**src/rtl/mul_div_if.sv**
```systemverilog
// mul_div_if: request/response handshake bundle between the reservation station, the mul/div unit and the CDB arbiter
interface mul_div_if #(
    parameter int XLEN  = 32,
    parameter int TAG_W = 6
);
    logic             req_valid;
    logic             req_ready;
    logic [2:0]       req_op;
    logic [XLEN-1:0]  req_a;
    logic [XLEN-1:0]  req_b;
    logic [TAG_W-1:0] req_tag;
    logic             resp_valid;
    logic             resp_ready;
    logic [TAG_W-1:0] resp_tag;
    logic [XLEN-1:0]  resp_result;

    modport master (
        output req_valid, req_op, req_a, req_b, req_tag, resp_ready,
        input  req_ready, resp_valid, resp_tag, resp_result
    );

    modport slave (
        input  req_valid, req_op, req_a, req_b, req_tag, resp_ready,
        output req_ready, resp_valid, resp_tag, resp_result
    );
endinterface

```
**src/rtl/mul_div_unit.sv**
```systemverilog
// mul_div_unit: tagged RV-M multiply pipeline plus iterative restoring divider with flush and backpressure
module mul_div_unit #(
    parameter int XLEN       = 32,
    parameter int MUL_STAGES = 3,
    parameter int TAG_W      = 6
) (
    input logic     clk,
    input logic     rst_n,
    input logic     flush,
    mul_div_if.slave bus
);
    localparam int CW = $clog2(XLEN) + 1;
    localparam logic [CW-1:0] LAST = CW'(XLEN - 1);

    typedef enum logic [1:0] {IDLE, CALC, DONE} state_t;

    state_t                 state;
    logic [CW-1:0]          cnt;
    logic [XLEN-1:0]        dq, dr, dd, dres;
    logic                   neg_q, neg_r, is_rem;
    logic [TAG_W-1:0]       dtag;
    logic [MUL_STAGES-1:0]  mv;
    logic [TAG_W-1:0]       mt [MUL_STAGES];
    logic [XLEN-1:0]        md [MUL_STAGES];

    logic                   div_done, mul_last, mul_adv, req_fire, mul_acc, div_acc, div_pop;
    logic                   sa, sb, d_signed, a_neg, b_neg, b_zero, ovf, ge;
    logic [2*XLEN-1:0]      prod;
    logic [XLEN-1:0]        mres, abs_a, abs_b, q_nx, r_nx, q_fix, r_fix;
    logic [XLEN:0]          rr, rs;

    assign div_done = state == DONE;
    assign mul_last = mv[MUL_STAGES-1];
    // The whole pipe stalls only when its last stage holds a result that is not leaving this cycle.
    assign mul_adv  = !mul_last || (bus.resp_ready && !div_done && !flush);
    assign bus.req_ready = !flush && (bus.req_op[2] ? state == IDLE : mul_adv);
    assign req_fire = bus.req_valid && bus.req_ready;
    assign mul_acc  = req_fire && !bus.req_op[2];
    assign div_acc  = req_fire && bus.req_op[2];
    assign div_pop  = div_done && bus.resp_ready && !flush;

    // Divider DONE outranks the multiply pipe; outputs read zero when nothing is presented.
    assign bus.resp_valid  = div_done || mul_last;
    assign bus.resp_tag    = div_done ? dtag : mul_last ? mt[MUL_STAGES-1] : '0;
    assign bus.resp_result = div_done ? dres : mul_last ? md[MUL_STAGES-1] : '0;

    // Operands are sign- or zero-extended to 2*XLEN so a single unsigned multiply covers all four ops.
    assign sa   = !(bus.req_op[1] && bus.req_op[0]);
    assign sb   = !bus.req_op[1];
    assign prod = {{XLEN{sa && bus.req_a[XLEN-1]}}, bus.req_a} * {{XLEN{sb && bus.req_b[XLEN-1]}}, bus.req_b};
    assign mres = bus.req_op[1:0] == 2'd0 ? prod[XLEN-1:0] : prod[2*XLEN-1:XLEN];

    assign d_signed = !bus.req_op[0];
    assign a_neg    = d_signed && bus.req_a[XLEN-1];
    assign b_neg    = d_signed && bus.req_b[XLEN-1];
    assign abs_a    = a_neg ? -bus.req_a : bus.req_a;
    assign abs_b    = b_neg ? -bus.req_b : bus.req_b;
    assign b_zero   = bus.req_b == '0;
    assign ovf      = d_signed && bus.req_a == {1'b1, {(XLEN-1){1'b0}}} && bus.req_b == '1;

    // One restoring step: shift the next dividend bit into the partial remainder and try a subtract.
    assign rr    = {dr, dq[XLEN-1]};
    assign rs    = rr - {1'b0, dd};
    assign ge    = !rs[XLEN];
    assign r_nx  = ge ? rs[XLEN-1:0] : rr[XLEN-1:0];
    assign q_nx  = {dq[XLEN-2:0], ge};
    assign q_fix = neg_q ? -q_nx : q_nx;
    assign r_fix = neg_r ? -r_nx : r_nx;

    // Multiply pipe: valid/tag/result shift together, frozen as a whole when the output is blocked.
    always_ff @(posedge clk or negedge rst_n) begin
        if (!rst_n) begin
            mv <= '0;
            for (int i = 0; i < MUL_STAGES; i++) begin
                mt[i] <= '0;
                md[i] <= '0;
            end
        end else if (flush) begin
            mv <= '0;
        end else if (mul_adv) begin
            for (int i = MUL_STAGES - 1; i > 0; i--) begin
                mv[i] <= mv[i-1];
                mt[i] <= mt[i-1];
                md[i] <= md[i-1];
            end
            mv[0] <= mul_acc;
            mt[0] <= bus.req_tag;
            md[0] <= mres;
        end
    end

    // Divider FSM: special cases finish at once, otherwise XLEN restoring steps with sign fix-up on the last one.
    always_ff @(posedge clk or negedge rst_n) begin
        if (!rst_n) begin
            state  <= IDLE;
            cnt    <= '0;
            dq     <= '0;
            dr     <= '0;
            dd     <= '0;
            dres   <= '0;
            neg_q  <= 1'b0;
            neg_r  <= 1'b0;
            is_rem <= 1'b0;
            dtag   <= '0;
        end else if (flush) begin
            state <= IDLE;
            cnt   <= '0;
        end else begin
            case (state)
                IDLE: if (div_acc) begin
                    dtag   <= bus.req_tag;
                    is_rem <= bus.req_op[1];
                    cnt    <= '0;
                    if (b_zero || ovf) begin
                        dres  <= bus.req_op[1] ? (b_zero ? bus.req_a : '0) : (b_zero ? '1 : bus.req_a);
                        state <= DONE;
                    end else begin
                        dq    <= abs_a;
                        dr    <= '0;
                        dd    <= abs_b;
                        neg_q <= a_neg ^ b_neg;
                        neg_r <= a_neg;
                        state <= CALC;
                    end
                end
                CALC: begin
                    dq  <= q_nx;
                    dr  <= r_nx;
                    cnt <= cnt + CW'(1);
                    if (cnt == LAST) begin
                        dres  <= is_rem ? r_fix : q_fix;
                        state <= DONE;
                    end
                end
                DONE: if (div_pop) state <= IDLE;
                default: state <= IDLE;
            endcase
        end
    end
endmodule

```
**src/flat_wrapper.sv**
```systemverilog
// flat-port wrapper written by rule: the top's interface ports become plain ports
module mul_div_unit_flat 
#(
    parameter int XLEN       = 32,
    parameter int MUL_STAGES = 3,
    parameter int TAG_W      = 6
)
  (clk, rst_n, flush, bus_req_valid, bus_req_op, bus_req_a, bus_req_b, bus_req_tag, bus_resp_ready, bus_req_ready, bus_resp_valid, bus_resp_tag, bus_resp_result);
  mul_div_if #(.XLEN(XLEN), .TAG_W(TAG_W)) bus_i ();
  input logic clk;
  input logic rst_n;
  input logic flush;
  input wire logic [$bits(bus_i.req_valid)-1:0] bus_req_valid;
  input wire logic [$bits(bus_i.req_op)-1:0] bus_req_op;
  input wire logic [$bits(bus_i.req_a)-1:0] bus_req_a;
  input wire logic [$bits(bus_i.req_b)-1:0] bus_req_b;
  input wire logic [$bits(bus_i.req_tag)-1:0] bus_req_tag;
  input wire logic [$bits(bus_i.resp_ready)-1:0] bus_resp_ready;
  output wire logic [$bits(bus_i.req_ready)-1:0] bus_req_ready;
  output wire logic [$bits(bus_i.resp_valid)-1:0] bus_resp_valid;
  output wire logic [$bits(bus_i.resp_tag)-1:0] bus_resp_tag;
  output wire logic [$bits(bus_i.resp_result)-1:0] bus_resp_result;
  assign bus_i.req_valid = bus_req_valid;
  assign bus_i.req_op = bus_req_op;
  assign bus_i.req_a = bus_req_a;
  assign bus_i.req_b = bus_req_b;
  assign bus_i.req_tag = bus_req_tag;
  assign bus_i.resp_ready = bus_resp_ready;
  assign bus_req_ready = bus_i.req_ready;
  assign bus_resp_valid = bus_i.resp_valid;
  assign bus_resp_tag = bus_i.resp_tag;
  assign bus_resp_result = bus_i.resp_result;
  mul_div_unit #(.XLEN(XLEN), .MUL_STAGES(MUL_STAGES), .TAG_W(TAG_W)) u_core (.clk(clk), .rst_n(rst_n), .flush(flush), .bus(bus_i));
endmodule
```
**config.mk**
```make
export PLATFORM = sky130hd
export DESIGN_NAME = mul_div_unit_flat
export DESIGN_NICKNAME = d
export VERILOG_FILES = /design/src/rtl/mul_div_if.sv /design/src/rtl/mul_div_unit.sv /design/src/flat_wrapper.sv
export SDC_FILE = /design/constraint.sdc
export NUM_CORES = 2
export LEC_CHECK = 0
export ABC_AREA = 1
export BUFFER_PORTS_ARGS = -buffer_cell sky130_fd_sc_hd__buf_2
export CORE_UTILIZATION = 65
export CTS_CLUSTER_SIZE = 12
export DETAILED_ROUTE_END_ITERATION = 16
export GPL_ROUTABILITY_DRIVEN = 0
export PLACE_DENSITY_LB_ADDON = 0.25
export SYNTH_ARGS = -nofsm -noshare
export SYNTH_HDL_FRONTEND = slang
export SYNTH_SLANG_ARGS = --single-unit
```
**constraint.sdc**
```tcl
create_clock -name clk -period 6.1 [get_ports clk]
set_input_delay 1.22 -clock clk [delete_from_list [all_inputs] [get_ports clk]]
set_output_delay 1.22 -clock clk [all_outputs]
set_load 0.01 [all_outputs]
```
==> results.tsv <==
stage	metric	value	unit
sta	unrepaired setup endpoints after global routing	yes	
synthesis	Commonest cells post-synth	nand2_1 (2101), inv_1 (1836), fa_1 (1126)	
critical_path	cell repeated most along the worst path	fa_1	
synthesis	FF+latch count, synth	262	
hold_path	Min-Delay Path Depth	2	
route	DR WL met2	92900	um
route	DRT iter0 DRCs	8176	
global_routing	overflow left after global routing	0	
sta	final setup vio count	32	
die	Vert. Die Dim	298	um
critical_path	r2r worst-path depth	30	
route	first-pass iteration count of the detailed router	12	
hold_path	hold_sp	u_core.mt[2]$_DFFE_PN0P_	
synthesis	Post-Syn Area	0.0571	mm^2
sta	Post-Route Skew	0.0143	ns
sta	Tightest Pin Transition	1.44	ns
clocking	clock-pin slew on the worst setup and hold paths	0.06	ns
route	Vias/cell	6.16	
status	failing checks	negative setup slack	
clocking	Post-CTS Hold Buffers	0	
die	initial core utilization	65.7	%
clocking	Root Buffer	clkbuf_16	
final_layout	P&R area growth vs syn	20.1	%
global_routing	number of global-route vias before repair	57968	
synthesis	Avg Cell Area, Syn	7.58	um^2
sta	crit path time final	9.25	ns
critical_path	Worst Path Arrival	9.75	ns
critical_path	FF-to-FF Start	u_core.dq[31]$_DFFE_PN0P_	
clocking	CTS Buf Count	29	
critical_path	setup slack, reg-to-reg	0.67	ns
global_routing	gr usage total	46.5	%
critical_path	Crit-path slowest cell	fa_1	
clocking	Clk Latency, worst-skew pair	0.58	ns
critical_path	worst stage delay on the critical path	0.83	ns
synthesis	Synthesis Warnings	0	
clocking	H-tree levels	1	
synthesis	Synth area leader	fa_1	
clocking	clock buffer depth	3	
route	Vias	56824	
clocking	clock sinks	262	
synthesis	Async S/R FF share, synth	100	%
sta	Peak Freq	108	MHz
placement	PortBufs	117	
sta	Max transition margin	3.31	%
route	Routed Antenna Nets	0	
placement	dpl cell area	0.0640	mm^2
synthesis	synth top area cells	fa_1 (40%), nand2_1 (14%), inv_1 (12%)	
die	Die Area	0.0890	mm^2
critical_path	R2R Path End	u_core.dres[28]$_DFFE_PN0P_	
critical_path	worst-path fanout max	6	
sta	Final Max Slew Viols	0	
status	status	finished with violations	
synthesis	number of synthesized flops with an enable pin	0	
final_layout	post-route design area	0.0685	mm^2
final_layout	Layout Nets	9500	
final_layout	Layout Utilization	78.9	%
global_routing	first-pass GRT wire length	317000	um
synthesis	Yosys cell types	64	
flow_run	Max-Cap Viols	0	
synthesis	syn_nets	8982	
route	WL/cell	23.9	um
route	final wirelength	221000	um
final_layout	layout cells sized above 1	18.5	%
hold_path	worst min path class	reg2reg	
critical_path	Critical Path Start	bus_req_a[31]	
route	wl on met1	67600	um
critical_path	Required @ worst endpoint	6.60	ns
clocking	TritonCTS clock tree	built	
synthesis	ys flop type	dfrtp_1	
sta	final worst-path cycle share	152	%
die	Core Footprint	0.0869	mm^2
critical_path	CP Class	in2reg	
synthesis	sequential share of the synthesized area	11.5	%
die	IO Pins	118	
synthesis	Cells after Synth	7528	
critical_path	crit end category	flop	
die	chip width	298	um
synthesis	most common cell in the netlist	nand2_1	
global_routing	initial antenna violation count	16	
sta	endpoints failing hold	0	
placement	DP Wirelength	157000	um
sta	setup ws final	-3.15	ns
route	highest routed layer	met5	
hold_path	Hold Path End	u_core.mt[2]$_DFFE_PN0P_	
die	Rows	108	
final_layout	Filler Cell Count	5276	
route	met3 wire length	33400	um
route	drc violations	0	
synthesis	Synth top area share	39.5	%
global_routing	largest net degree at the start of global routing	134	
critical_path	Startpoint Class	input port	
==> worst max path at each step <==
stage | to | slack [ns]
2_1_floorplan | u_core.md[92]$_DFFE_PN0P_ | -2.22
3_3_place_gp | u_core.md[92]$_DFFE_PN0P_ | -2.42
3_5_place_dp | u_core.md[95]$_DFFE_PN0P_ | -2.64
4_1_cts | u_core.md[92]$_DFFE_PN0P_ | -1.69
5_1_grt | u_core.md[91]$_DFFE_PN0P_ | -3.27
6_report | u_core.md[91]$_DFFE_PN0P_ | -3.15
==> layer usage <==
| layer | track usage, % | vias up |
|---|---|---|
| li1 | - | 23047 |
| met1 | 54.9 | 26693 |
| met2 | 70.4 | 5089 |
| met3 | 14.0 | 1971 |
| met4 | 38.3 | 24 |
| met5 | 0.379 | - |
==> state kept, by name, indices dropped and copies added, names as in the netlist, 2 cells and up <==
register	count
u_core.dd	32
u_core.state	2
u_core.dres	32
u_core.mt	18
u_core.cnt	6
u_core.dq	32
u_core.md	96
u_core.mv	3
u_core.dr	32
u_core.dtag	6
==> kinds of logic after synthesis <==
group	Yosys count	share of synthesized area [%]
simple gates	2814	19.9
buf+inv	2242	14.9
fa+ha+maj	1380	45.1
compound gates	732	7.09
flops	262	11.5
xor+xnor	98	1.50
==> layout make-up <==
class / count / area, um^2 / share of cell area [%]
clock inverters: 9 / 75.1 / 0.110
well taps: 1155 / 1450 / 2.11
clock buffers: 39 / 843 / 1.23
repair buffers: 864 / 8220 / 12.0
multi-input cells: 5024 / 44300 / 64.7
diodes: 9 / 22.5 / 0.0329
flip-flops and latches: 262 / 6560 / 9.57
inverters: 1865 / 7040 / 10.3
==> stage by stage <==
stage | worst slack, ns | instances | setup TNS, ns | hold slack [ns]
after floorplan | -2.22 | 7528 | -51.67 | 0.442
after global routing | -3.27 | 9219 | -81.48 | 0.494
after detailed placement | -2.64 | 9061 | -75.97 | 0.459
after global placement | -2.42 | 9061 | -71.39 | 0.454
after CTS | -1.69 | 9177 | -46.41 | 0.473
final | -3.15 | 9227 | -77.94 | 0.473
==> placed cells by master (no fill, tap or decap), types with 143 or more instances in the layout <==
cell type	count
nor2_1	267
ha_1	209
a21oi_1	158
inv_1	1736
o21ai_0	286
dfrtp_1	262
fa_1	1073
nand3_1	143
buf_4	579
nand2_1	2035
==> what timing repair did <==
item,in CTS,in global routing
gates resized for setup,417,290
setup endpoints to repair,32,32
endpoints found under the hold margin,0,0
buffers inserted,67,45
pin swaps,227,203
gates cloned,5,1
==> critical path, delay by kind of cell <==
family                   cells  cell delay [ns]
adder cells (fa/ha/maj)      9             4.79
AO/OA/AOI/OAI                7             1.46
buffers and inverters       10             1.34
AND/OR/NAND/NOR             10             0.89
Power is left out: the tool's default activity adds up to more than one toggle a clock period on the data nets, which glitch-free logic cannot reach.
